==> config.mk <==
export PLATFORM = sky130hd
export DESIGN_NAME = aes_axis_tx
export DESIGN_NICKNAME = d
export VERILOG_FILES = /design/src/rtl/aes_axis_tx_pkg.sv /design/src/rtl/aes_axis_tx_blk_serializer.sv /design/src/rtl/aes_axis_tx.sv
export SDC_FILE = /design/constraint.sdc
export NUM_CORES = 1
export LEC_CHECK = 0
export BUFFER_PORTS_ARGS = -buffer_cell sky130_fd_sc_hd__buf_4
export CORE_ASPECT_RATIO = 0.7
export CORE_MARGIN = 2
export CORE_UTILIZATION = 30
export DETAILED_ROUTE_END_ITERATION = 12
export GPL_TIMING_DRIVEN = 0
export PLACE_DENSITY = 0.59
export SYNTH_ARGS = -nofsm -noshare
export SYNTH_HDL_FRONTEND = slang
export SYNTH_SLANG_ARGS = --single-unit
==> constraint.sdc <==
create_clock -name clk -period 5.3 [get_ports clk]
set_clock_uncertainty 0.15 [all_clocks]
set_input_delay 1.06 -clock clk [delete_from_list [all_inputs] [get_ports clk]]
set_output_delay 1.06 -clock clk [all_outputs]
set_load 0.01 [all_outputs]
==> src/rtl/aes_axis_tx_pkg.sv <==
// Shared widths and state encoding for the AES output-side AXI4-Stream streamer.
package aes_axis_tx_pkg;

    localparam int unsigned BLK_S     = 128;
    localparam int unsigned AXIS_W    = 32;
    localparam int unsigned BLK_BEATS = BLK_S / AXIS_W;

    typedef enum logic [1:0] {
        IDLE  = 2'd0,
        FETCH = 2'd1,
        SEND  = 2'd2
    } tx_state_t;

endpackage

==> src/rtl/aes_axis_tx_blk_serializer.sv <==
// Holds one AES block and presents it as AXIS_WIDTH-wide words, most significant word first.
module aes_axis_tx_blk_serializer #(
    parameter int unsigned BLK_WIDTH  = 128,
    parameter int unsigned AXIS_WIDTH = 32
) (
    input  logic                  clk,
    input  logic                  resetn,
    input  logic                  load,
    input  logic [BLK_WIDTH-1:0]  load_data,
    input  logic                  advance,
    output logic [AXIS_WIDTH-1:0] word,
    output logic                  last_beat
);

    localparam int unsigned BEATS  = BLK_WIDTH / AXIS_WIDTH;
    localparam int unsigned BEAT_W = (BEATS > 1) ? $clog2(BEATS) : 1;

    logic [BLK_WIDTH-1:0] hold;
    logic [BEAT_W-1:0]    beat;

    // Holding register and beat index: a load restarts at beat 0, advance steps to the next word.
    always_ff @(posedge clk or negedge resetn) begin
        if (!resetn) begin
            hold <= '0;
            beat <= '0;
        end else if (load) begin
            hold <= load_data;
            beat <= '0;
        end else if (advance) begin
            beat <= beat + BEAT_W'(1);
        end
    end

    // Word select: beat 0 maps to the top AXIS_WIDTH bits of the block.
    always_comb begin
        word = '0;
        for (int unsigned i = 0; i < BEATS; i++) begin
            if (beat == BEAT_W'(i)) begin
                word = hold[BLK_WIDTH-1-i*AXIS_WIDTH -: AXIS_WIDTH];
            end
        end
    end

    assign last_beat = (beat == BEAT_W'(BEATS - 1));

endmodule

==> src/rtl/aes_axis_tx.sv <==
// AES output streamer: pops 128-bit result blocks from the output FIFO and emits them
// as 32-bit M_AXIS beats, with TLAST on the final beat of the command's last block.
module aes_axis_tx
    import aes_axis_tx_pkg::*;
#(
    parameter int unsigned BLK_WIDTH   = BLK_S,
    parameter int unsigned AXIS_WIDTH  = AXIS_W,
    parameter int unsigned COUNT_WIDTH = 16
) (
    input  logic                    clk,
    input  logic                    resetn,
    input  logic                    start,
    input  logic [COUNT_WIDTH-1:0]  blk_count,
    input  logic                    out_fifo_read_tvalid,
    output logic                    out_fifo_read_tready,
    input  logic [BLK_WIDTH-1:0]    out_fifo_data,
    output logic [AXIS_WIDTH-1:0]   m_axis_tdata,
    output logic [AXIS_WIDTH/8-1:0] m_axis_tstrb,
    output logic                    m_axis_tvalid,
    input  logic                    m_axis_tready,
    output logic                    m_axis_tlast,
    output logic                    busy,
    output logic                    done
);

    tx_state_t              state, state_nx;
    logic [COUNT_WIDTH-1:0] remaining, remaining_nx;
    logic                   done_nx;
    logic                   ser_load, ser_advance, ser_last;
    logic [AXIS_WIDTH-1:0]  ser_word;
    logic                   m_hs;
    logic                   last_blk;

    aes_axis_tx_blk_serializer #(
        .BLK_WIDTH  (BLK_WIDTH),
        .AXIS_WIDTH (AXIS_WIDTH)
    ) u_ser (
        .clk       (clk),
        .resetn    (resetn),
        .load      (ser_load),
        .load_data (out_fifo_data),
        .advance   (ser_advance),
        .word      (ser_word),
        .last_beat (ser_last)
    );

    // tvalid comes straight from the state register, so it never depends on tready.
    assign m_axis_tvalid = (state == SEND);
    assign m_axis_tdata  = m_axis_tvalid ? ser_word : '0;
    assign m_axis_tstrb  = m_axis_tvalid ? '1 : '0;
    assign last_blk      = (remaining == COUNT_WIDTH'(1));
    assign m_axis_tlast  = m_axis_tvalid && ser_last && last_blk;
    assign busy          = (state != IDLE);
    assign m_hs          = m_axis_tvalid && m_axis_tready;

    // State, block counter and done pulse registers.
    always_ff @(posedge clk or negedge resetn) begin
        if (!resetn) begin
            state     <= IDLE;
            remaining <= '0;
            done      <= 1'b0;
        end else begin
            state     <= state_nx;
            remaining <= remaining_nx;
            done      <= done_nx;
        end
    end

    // Next-state and FIFO handshake. On the last beat of a non-final block the next word is
    // popped in the same cycle so consecutive blocks stream without a bubble.
    always_comb begin
        state_nx             = state;
        remaining_nx         = remaining;
        done_nx              = 1'b0;
        out_fifo_read_tready = 1'b0;
        ser_load             = 1'b0;
        ser_advance          = 1'b0;
        case (state)
            IDLE: begin
                if (start) begin
                    if (blk_count != '0) begin
                        remaining_nx = blk_count;
                        state_nx     = FETCH;
                    end else begin
                        done_nx = 1'b1;
                    end
                end
            end
            FETCH: begin
                out_fifo_read_tready = 1'b1;
                if (out_fifo_read_tvalid) begin
                    ser_load = 1'b1;
                    state_nx = SEND;
                end
            end
            SEND: begin
                if (m_hs) begin
                    if (!ser_last) begin
                        ser_advance = 1'b1;
                    end else if (last_blk) begin
                        state_nx = IDLE;
                        done_nx  = 1'b1;
                    end else begin
                        out_fifo_read_tready = 1'b1;
                        remaining_nx         = remaining - COUNT_WIDTH'(1);
                        if (out_fifo_read_tvalid) begin
                            ser_load = 1'b1;
                        end else begin
                            state_nx = FETCH;
                        end
                    end
                end
            end
            default: state_nx = IDLE;
        endcase
    end

endmodule

==> results of run 1 <==
## path summary, 6_finish.rpt
path,to,slack (ns),cells past startpoint
min in group asynchronous,u_ser.hold[121],0.40,1
max in group asynchronous,u_ser.hold[98],3.78,2
worst max-delay path,m_axis_tdata[0],1.07,10
worst min-delay path,u_ser.hold[28],0.36,1
worst max register to register,remaining[6],2.45,8
worst min register to register,u_ser.hold[28],0.36,1
## area by class of cell
class                      count  share of cell area
sequential                   149               0.363
buffer                        51              0.0286
clock buffer                  21              0.0448
inverter                      11             0.00402
multi-input combinational    437               0.367
timing repair buffer         190               0.142
tap                          331              0.0403
clock inverter                 9              0.0102
## where the power goes
| part | internal, W | switching, W | leakage [nW] | total [W] |
|---|---|---|---|---|
| combinational | 0.00152 | 0.00136 | 2.55 | 0.00288 |
| sequential | 0.00173 | 0.000388 | 1.78 | 0.00211 |
| clock | 0.000710 | 0.000480 | 0.279 | 0.00119 |
## logic make-up (layout without fill, tap and decap cells)
family,Yosys count,count (layout)
AOI/OAI and AO/OA,113,113
and+or+nand+nor,179,179
DFF,149,149
buffers and inverters,62,282
xor gates and xnor gates,1,1
muxes,133,133
adders and majority gates,11,11
## state kept, by name (all words and copies together) (netlist names)
name	cells
remaining	16
state	2
done	1
u_ser.hold	128
u_ser.beat	2
## layout by cell type (no fill, tap or decap), types with 3 or more instances in the layout
| cell | instances |
|---|---|
| buf_6 | 11 |
| or3_1 | 3 |
| nand4_1 | 5 |
| o22ai_1 | 5 |
| ha_1 | 11 |
| or4_1 | 4 |
| nand3b_1 | 3 |
| a21oi_1 | 40 |
| inv_1 | 11 |
| mux2i_1 | 3 |
| o21ai_0 | 18 |
| nor2b_1 | 35 |
| dfrtp_1 | 149 |
| and4_1 | 3 |
| mux2_2 | 32 |
| nor3b_1 | 3 |
| clkinv_2 | 4 |
| mux2_4 | 98 |
| nor4_1 | 4 |
| clkbuf_1 | 33 |
| clkbuf_16 | 17 |
| nand2b_1 | 5 |
| a32oi_1 | 3 |
| buf_4 | 192 |
| nor2_1 | 45 |
| and2_1 | 3 |
| buf_2 | 4 |
| a221oi_1 | 33 |
| nor3_1 | 44 |
| nand2_1 | 12 |
## metal layers
layer  GRT usage  part of all wire
met1       0.258              0.50
met2       0.254              0.42
met3      0.0543             0.073
met4      0.0447            0.0088
met5           0           0.00054
## through the flow
| step | cells | util |
|---|---|---|
| 5_1_grt | 1199 | 0.400 |
| 2_1_floorplan | 648 | - |
| 6_report | 1199 | 0.400 |
| 4_1_cts | 1199 | 0.400 |
| 3_5_place_dp | 1169 | 0.378 |
| 3_3_place_gp | 1168 | 0.376 |
==> results.md, run 1 <==
* Status: finished, final reports clean
* Max Cap Viol at 0
* Die H at about 140 um
* Hold Crit Class: reg2reg
* Bufs on Longest Clock Path at 2
* Synthesis Warnings at 0
* CTS Buf Count at 17
* Number of global-route vias before repair at 6084
* Layout cells sized above 1 at 0.431
* Hold path startpoint: u_ser.hold[28]
* DRC Markers at 0
* #FFs+latches synth at between 100 and 150
* First-pass GRT wire length at 36.4 mm
* Post-CTS Hold Fix Bufs at 0
* Clock Latency Late Sink at roughly 0.43 ns
* Most used cell, CP: clkbuf_1
* Placed cell area at around 9700 sq um
* CTS tree: done
* Initial antenna violation count at 1
* Slew @ Worst Pin at a little under 0.7 ns
* Max-slew violation count at 0
* Critical R2R Launch: state[1]
* Multi-input gate area at approximately 3800 sq um
* Worst vdd ir at 0.292 mV
* Synth cell count leaders: 149 x dfrtp_1, 98 x mux2_4, 45 x nor2_1
* Critical path type: reg2out
* Crit path launch type: flop
* Area share of and/or/nand/nor cells after synthesis at 0.129
* Avg Cell Area, Syn at approximately 12 sq um
* Finish-stage setup viols at 0
* CP Max Fanout at 10
* Post-synth top area share at 0.476
* CTS Sinks at ~150
* Number of setup buffers added after CTS at 0
* Top post-synthesis cells by area: dfrtp_1 48%, mux2_4 19%, mux2_2 4.6%
* Total core area at between 20000 and 30000 sq um
* Hold Fails Final Rpt at 0
* LEAKAGE at approximately 4.6 nW
* Pwr Total at 0.00619 W
* Post-synth top area cell: dfrtp_1
* Vias per cell at slightly below 5
* Post-Synth XOR/XNOR Area at 0.00112
* Worst setup path startpoint: u_ser.beat[1]
* Final WL at 24.0 mm
* Row count at 49
* Fill cell total of the finished layout at around 2500
* Compound-Gate Fraction of Synth Area at 0.0966
* Num ports at between 150 and 200
* Unrepaired setup endpoints after global routing: no
* Post-synthesis sequential area ratio at 0.476
* Most common cell in the synthesized netlist: dfrtp_1
* TritonRoute pass-1 iters at 4
* Worst EP required at 4.09 ns
* Post-route ant nets at 0
* Layout Nets at about 1000
* Area delta synth->final at 31.1%
* Period utilization at 0.799
* H-tree depth at 4
* Starting Density at 0.305
* Clock period minus worst slack at 4.23 ns
* Critical Path AT at roughly 3.0 ns
* Die ar. at about 27000 sq um
* Reg area at 3730 sq um
* Proportion of synthesized area in mux cells at 0.238
* Global Route Usage Sum at 0.177
* Grt total ovfl at 0
* Asr flop ratio synth at 1.00
* Syn Nets at ~800
* Element type at the critical path end: output pin
* Die X at a little under 200 um
* Worst slack, placed at around 1.5 ns
* Worst path slowest cell: clkbuf_1
* Post-synth EDFFs at 0
* Fmax achieved at approximately 240 MHz
* Setup WS post-layout at roughly 1.1 ns
* HPWL after detailed placement at 17.4 mm
* 1st-iter DRT viols at about 350
* Clk slew on worst S/H paths at roughly 0.060 ns
* Buf/Inv on CP at 4
* Worst rel slew slack at 0.551
* P per Cell Area at roughly 600 nW/um^2
* Mapped Cells at around 650
* Largest family of logic cells by synthesized area: multiplexers
* GP Congestion at 0.885
* Adder-Cell Fraction of Synth Area at 0.0176
* Critical path's top delay family: buffers and inverters
* # diodes at 0
* Dominant synthesized flop cell: dfrtp_1
* Worst path cell trace: inv_1 -> ha_1 -> clkbuf_1 -> nor2b_1 -> clkbuf_1 -> a221oi_1 -> nor3_1 -> a21oi_1 -> nor2_1 -> buf_4
* Setup TNS at 0 ns
* Hold Slack at about 0.36 ns
* Library cells used by synthesis at 47
* Post-Synthesis Cell Area at approximately 8000 sq um
* Via count at just under 6000
* Finished Cell Area at roughly 10000 sq um
* CTS resizes at 0
* Pin count of the biggest net entering global routing at 88
* I/O Buffers at around 190
* Routed WL per cell at between 15 and 20 um
* Crit-path max cell delay at 0.52 ns
* Clock root buffer: clkbuf_16
No activity file was read; power rests on OpenSTA's default activity.
==> inputs of run 2 (changes only) <==
--- a/config.mk
+++ b/config.mk
@@ -11,7 +11,7 @@
 export CORE_UTILIZATION = 30
 export DETAILED_ROUTE_END_ITERATION = 12
 export GPL_TIMING_DRIVEN = 0
-export PLACE_DENSITY = 0.59
+export PLACE_DENSITY = 0.61
 export SYNTH_ARGS = -nofsm -noshare
 export SYNTH_HDL_FRONTEND = slang
 export SYNTH_SLANG_ARGS = --single-unit
==> constraint.sdc (replaced) <==
create_clock -name clk -period 3.4 [get_ports clk]
set_clock_uncertainty 0.15 [all_clocks]
set_input_delay 0.68 -clock clk [delete_from_list [all_inputs] [get_ports clk]]
set_output_delay 0.68 -clock clk [all_outputs]
set_load 0.01 [all_outputs]
==> run 2 against run 1 <==
Net effect: critical path type unchanged; non-clock buffer count is the same; largest power group unchanged; first-iteration DRC count grew 9.6%; die area unchanged; total power is 60% higher; combinational power is 59% higher; critical endpoint is now m_axis_tdata[9]; sequential share of layout area shrank 0.38 points.
==> results.md, run 2 (synthesis gave the netlist of run 1 again) <==
* Routed length on met3 at 1.98 mm (+12%)
* Global Route Usage Sum at 0.178 (+0.00133)
* Starting Density at 0.305 (unchanged)
* Final WL at 24.2 mm (+1.1%)
* Uppermost layer routed: met4
* Period utilization at 0.957
* Non-Filler Instances at 1200 (+0.083%)
* P per Cell Area at 954 nW/um^2 (+58%)
* DRC Markers at 0 (unchanged)
* HPWL after detailed placement at 17.5 mm (+0.24%)
* Setup WS post-layout at 0.147 ns (-0.918 ns)
* Layout cells sized above 1 at 0.460 (+0.0294)
* Critical Path AT at 2.42 ns (-0.60 ns)
* Critical path's top delay family: buffers and inverters
* Worst slack, placed at -0.0364 ns (-1.53 ns)
* Clock period minus worst slack at about 3.3 ns
* Critical path type: reg2out
* CTS Sinks at 149 (unchanged)
* Metal2 WL at 10.2 mm (+1.2%)
* Routed WL per cell at 20.2 um (+0.99%)
* Initial antenna violation count at 0 (-1)
* Pwr Total at 0.00990 W (+60%)
* Finish-stage setup viols at 0 (unchanged)
* CTS tree: done
* 1st-iter DRT viols at 387 (+9.6%)
* Die H at 139 um (unchanged)
* Num ports at 190 (unchanged)
* Hold Crit Class: in2async
* Number of global-route vias before repair at 5999 (-1.4%)
* Max-slew violation count at 0 (unchanged)
* Slew @ Worst Pin at 0.757 ns (+0.0839 ns)
* Pin count of the biggest net entering global routing at 77 (-13%)
* GP Congestion at 0.862 (-2.6%)
* Status: finished, final reports clean
* Worst EP required at 2.57 ns (-1.52 ns)
* TritonRoute pass-1 iters at 5 (+1)
* Element type at the critical path end: output pin
* Worst path slowest cell: dfrtp_1
* Layout Nets at 1017 (unchanged)
* Max reg flops at 128 (unchanged)
* Crit path launch type: flop
* Die X at 197 um (unchanged)
* DRT met1 WL at 11.8 mm (-0.96%)
* Max Cap Viol at 0 (unchanged)
* Area delta synth->final at 32.4%
* # placed instances at 1169 (unchanged)
* Die ar. at 27500 sq um (unchanged)
* Most frequent cells in the layout: 196 x buf_4, 149 x dfrtp_1, 98 x mux2_4, 45 x nor2_1, 43 x nor3_1
* LEAKAGE at 4.70 nW (+1.9%)
* Worst vdd ir at 0.382 mV (+31%)
* Clock root buffer: clkbuf_16
* Vias per cell at 4.96 (+0.51%)
* # diodes at 0 (unchanged)
* Crit-path max cell delay at 0.43 ns (-0.09 ns)
* Most used cell, CP: buf_4
* CTS Buf Count at 17 (unchanged)
* Clock Latency Late Sink at 0.43 ns (about the same)
* Clk slew on worst S/H paths at 0.06 ns (about the same)
* Hold Fails Final Rpt at 0 (unchanged)
* Worst path cell trace: inv_1 -> ha_2 -> clkinvlp_4 -> buf_4 -> clkbuf_1 -> nor2_1 -> buf_4
* Worst setup path startpoint: state[0]
* Most flops, register: u_ser.hold
* Commonest non-fill, non-tap cell in the layout: buf_4
* Critical R2R Launch: state[0]
* Row count at 49 (unchanged)
* Unrepaired setup endpoints after global routing: yes
* Total core area at 25700 sq um (unchanged)
* H-tree depth at 4 (unchanged)
* I/O Buffers at 189 (unchanged)
* Registers with the most flip-flops: u_ser.hold (128), remaining (16)
* Post-layout util at 0.404 (+0.00424)
* Hold Slack at 0.0612 ns (-0.296 ns)
* Post-route ant nets at 0 (unchanged)
* Buf/Inv on CP at 5 (+1)
* CP Max Fanout at 10 (unchanged)
* Worst rel slew slack at 0.490 (-0.0613)
* First-pass GRT wire length at 36.6 mm (+0.47%)
* Grt total ovfl at 0 (unchanged)
* Fmax achieved at around 310 MHz
* Via count at 5950 (+0.59%)
* Bufs on Longest Clock Path at 2 (unchanged)
## run 2: cell count changes in the layout (fill, tap and decap cells not counted), sizes merged
cell,previous run,this run
buf,210,214
clkbuf,52,49
bufinv,2,4
clkinv,6,5
inv,11,10
## run 2: layer usage
metal	GRT usage	vias to the layer above
met2	0.253	215
met5	0	-
met1	0.261	2919
li1	-	2799
met3	0.0594	17
met4	0.0431	0
## run 2: path summary, 6_finish.rpt
| path | end | slack (ns) | cells after the start |
|---|---|---|---|
| max in group asynchronous | u_ser.hold[66] | 2.24 | 2 |
| min reg2reg | u_ser.hold[53] | 0.36 | 1 |
| min | u_ser.hold[87] | 0.06 | 1 |
| min in group clk | done | 0.32 | 3 |
| max reg2reg | state[0] | 0.57 | 7 |
| max | m_axis_tdata[9] | 0.15 | 7 |
## run 2: area by class of cell
cell class	count	area, sq um
buffer	47	302
clock buffer	22	454
clock inverter	9	153
fill	2480	15300
inverter	11	45.0
multi-input combinational	437	3800
sequential	149	3730
tap	331	414
timing repair buffer	194	1480
## run 2: per-stage QoR
step	setup TNS (ns)	area, sq um
after floorplan	0	7840
after global placement	-0.143	9670
after detailed placement	-0.173	9700
after CTS	0	10400
after global routing	-0.00135	10400
final	0	10400
## run 2: worst register-to-register path, stage by stage, from the launching register on
cell	delay, ns
dfrtp_1	0.43
inv_1	0.10
ha_1	0.20
nor4b_1	0.36
nand4_1	0.24
o21ai_0	0.67
a211o_1	0.24
mux2_2	0.34
## run 2: timing repair
item	in CTS	in global routing
setup endpoints to repair	33	32
gates resized for setup	17	12
setup buffers	4	0
hold buffers	0	0
## run 2: power breakdown
group	internal (W)	switching, W	total, W
Combinational	0.00244	0.00214	0.00458
Clock	0.00124	0.000758	0.00200
Sequential	0.00269	0.000637	0.00333
==> inputs of run 3 (changes only) <==
--- a/config.mk
+++ b/config.mk
@@ -11,6 +11,7 @@
 export CORE_UTILIZATION = 30
 export DETAILED_ROUTE_END_ITERATION = 12
 export GPL_TIMING_DRIVEN = 0
+export HOLD_SLACK_MARGIN = 0.15
 export PLACE_DENSITY = 0.61
 export SYNTH_ARGS = -nofsm -noshare
 export SYNTH_HDL_FRONTEND = slang
==> run 3 against run 2 <==
Net effect: clock-buffer cell count did not move; wire length decreased by 0.15%; clock power hardly changed; non-clock buffer count grew 1; maximum frequency grew 0.44%; design area barely moved; largest cell class unchanged; largest power group unchanged; highest routed layer unchanged.
==> results.md, run 3 (synthesis gave the netlist of run 1 again) <==
* Die H at 139 um (unchanged)
* Total core area at 25700 sq um (unchanged)
* HPWL after detailed placement at 17.5 mm (unchanged)
* Hold path startpoint: start
* LEAKAGE at 4.70 nW (about the same)
* GR peak layer: met1
* Layout Nets at 1018 (+0.098%)
* Routed WL per cell at 20.1 um (-0.23%)
* Setup WS post-layout at 0.161 ns (+0.0143 ns)
* Status: finished, final reports clean
* CTS Buf Count at 17 (unchanged)
* CTS tree: done
* Clock power frac at 0.202 (about the same)
* Vias per cell at 4.97 (+0.27%)
* Fmax achieved at 309 MHz (+0.44%)
* Max Cap Viol at 0 (unchanged)
* Crit path launch type: flop
* Die X at 197 um (unchanged)
* Most frequent cells in the layout: 196 x buf_4, 149 x dfrtp_1, 98 x mux2_4, 45 x nor2_1, 43 x nor3_1
* Global Route Usage Sum at 0.179 (+0.000209)
* Element type at the critical path end: output pin
* Post-route ant nets at 0 (unchanged)
* Initial antenna violation count at 0 (unchanged)
* # diodes at 0 (unchanged)
* Max-slew violation count at 0 (unchanged)
* 1st-iter DRT viols at 413 (+6.7%)
* Layout cells sized above 1 at 0.460 (-0.000529)
* Area delta synth->final at 32.6% (about the same)
* Max reg flops at 128 (unchanged)
* CTS Sinks at 149 (unchanged)
* Registers with the most flip-flops: u_ser.hold (128), remaining (16)
* Hold Slack at 0.322 ns (+0.261 ns)
* Critical path type: reg2out
* CP Max Fanout at 10 (unchanged)
* Die ar. at 27500 sq um (unchanged)
* Worst slack, placed at -0.0364 ns (unchanged)
* Final WL at 24.2 mm (-0.15%)
* Critical Path AT at 2.41 ns (about the same)
* Critical R2R Launch: state[0]
* Int Power at 0.00637 W (about the same)
* Hold endpoint: done
* Via count at 5971 (+0.35%)
* Hold Crit Depth at 3
* Met2 usage at 0.253 (+0.000372)
* Placed cell area at 9700 sq um (unchanged)
* Worst vdd ir at 0.381 mV (-0.31%)
* Clock root buffer: clkbuf_16
* Starting Density at 0.305 (unchanged)
* P per Cell Area at 953 nW/um^2 (-0.16%)
* Reg-to-reg setup timing slack at 0.59 ns (+0.02 ns)
* DRC Markers at 0 (unchanged)
* Setup TNS at 0 ns (unchanged)
* Switching part of the total at 0.356 (-0.000493)
* TritonRoute pass-1 iters at 4 (-1)
* Met1 GRT Util at 0.261 (+0.000307)
* Clock Latency Late Sink at 0.43 ns (about the same)
* Worst EP required at 2.57 ns (about the same)
* Sequential power share at 0.336 (about the same)
* Clk slew on worst S/H paths at 0.06 ns (about the same)
* Clock period minus worst slack at 3.24 ns (-0.0143 ns)
* Slew @ Worst Pin at 0.701 ns (-0.0561 ns)
* Worst rel slew slack at 0.528 (+0.0378)
* GP Congestion at 0.862 (unchanged)
* Hold Fails Final Rpt at 0 (unchanged)
* FF-to-FF path depth at 8 (+1)
* Grt total ovfl at 0 (unchanged)
* First-pass GRT wire length at 36.6 mm (+0.11%)
* Hold Crit Class: in2reg
* Finished Cell Area at 10400 sq um (about the same)
* Row count at 49 (unchanged)
* Commonest non-fill, non-tap cell in the layout: buf_4
* GR Layer Usage met3 at 0.0594 (unchanged)
* Most flops, register: u_ser.hold
* Unrepaired setup endpoints after global routing: yes
* Num ports at 190 (unchanged)
* Number of global-route vias before repair at 6013 (+0.23%)
* Reg2Reg Capture Point: remaining[10]
* Finish-stage setup viols at 0 (unchanged)
* Pin count of the biggest net entering global routing at 77 (unchanged)
* H-tree depth at 4 (unchanged)
* Period utilization at 0.953 (-0.00420)
* I/O Buffers at 189 (unchanged)
* Bufs on Longest Clock Path at 2 (unchanged)
* Combinational Power Share at 0.462 (about the same)
* Switching power at 0.00352 W (-0.20%)
==> run 3: what timing repair did <==
item / CTS / global route
buffers inserted: 4 / 0
hold buffers: 1 / 0
gates resized for setup: 17 / 12
hold endpoints to repair: 75 / 0
endpoints found under the setup margin: 33 / 32
==> run 3: metal layers <==
layer  vias up  share of wire
li1       2802              -
met1      2945           0.49
met2       206           0.42
met3        18          0.078
met4         0          0.011
met5         -              0
==> run 3: layout make-up <==
class | instances | area (sq um)
Buffer | 47 | 302
Clock buffer | 22 | 454
Clock inverter | 9 | 153
Fill cell | 2479 | 15300
Inverter | 11 | 45.0
Multi-Input combinational cell | 437 | 3800
Sequential cell | 149 | 3730
Tap cell | 331 | 414
Timing Repair Buffer | 195 | 1490
==> run 3: power by group through the flow <==
stage                     clock network [W]  logic, W  registers, W
after global placement                    0   0.00443       0.00330
after global routing                0.00213   0.00497       0.00344
final                               0.00200   0.00457       0.00333
after floorplan                           0   0.00327       0.00313
after CTS                           0.00205   0.00459       0.00331
after detailed placement                  0   0.00450       0.00332
==> run 3: critical path, stage by stage, from the launching register on <==
cell	delay, ns
dfrtp_1	0.40
inv_1	0.12
ha_2	0.32
clkbuf_1	0.43
nor2b_1	0.24
nor3_1	0.09
a21oi_1	0.16
nor2_1	0.06
buf_4	0.16
==> run 3: worst max-delay path by stage <==
stage / startpoint / endpoint / slack, ns / depth (start not counted)
2_1_floorplan: u_ser.beat[1] / m_axis_tdata[10] / 0.88 / 9
3_3_place_gp: u_ser.beat[1] / m_axis_tdata[0] / -0.08 / 10
3_5_place_dp: state[0] / m_axis_tdata[28] / -0.04 / 7
4_1_cts: u_ser.beat[0] / m_axis_tdata[18] / 0.008 / 8
5_1_grt: u_ser.beat[0] / m_axis_tdata[28] / -0.001 / 9
6_report: u_ser.beat[0] / m_axis_tdata[11] / 0.16 / 8
==> run 3: through the flow <==
stage	std cells	util	power [W]
floorplan	648	-	0.00640
finish	1201	0.404	0.00990
global route	1201	0.404	0.0105
CTS	1202	0.404	0.00995
global placement	1168	0.376	0.00773
detailed placement	1169	0.378	0.00782
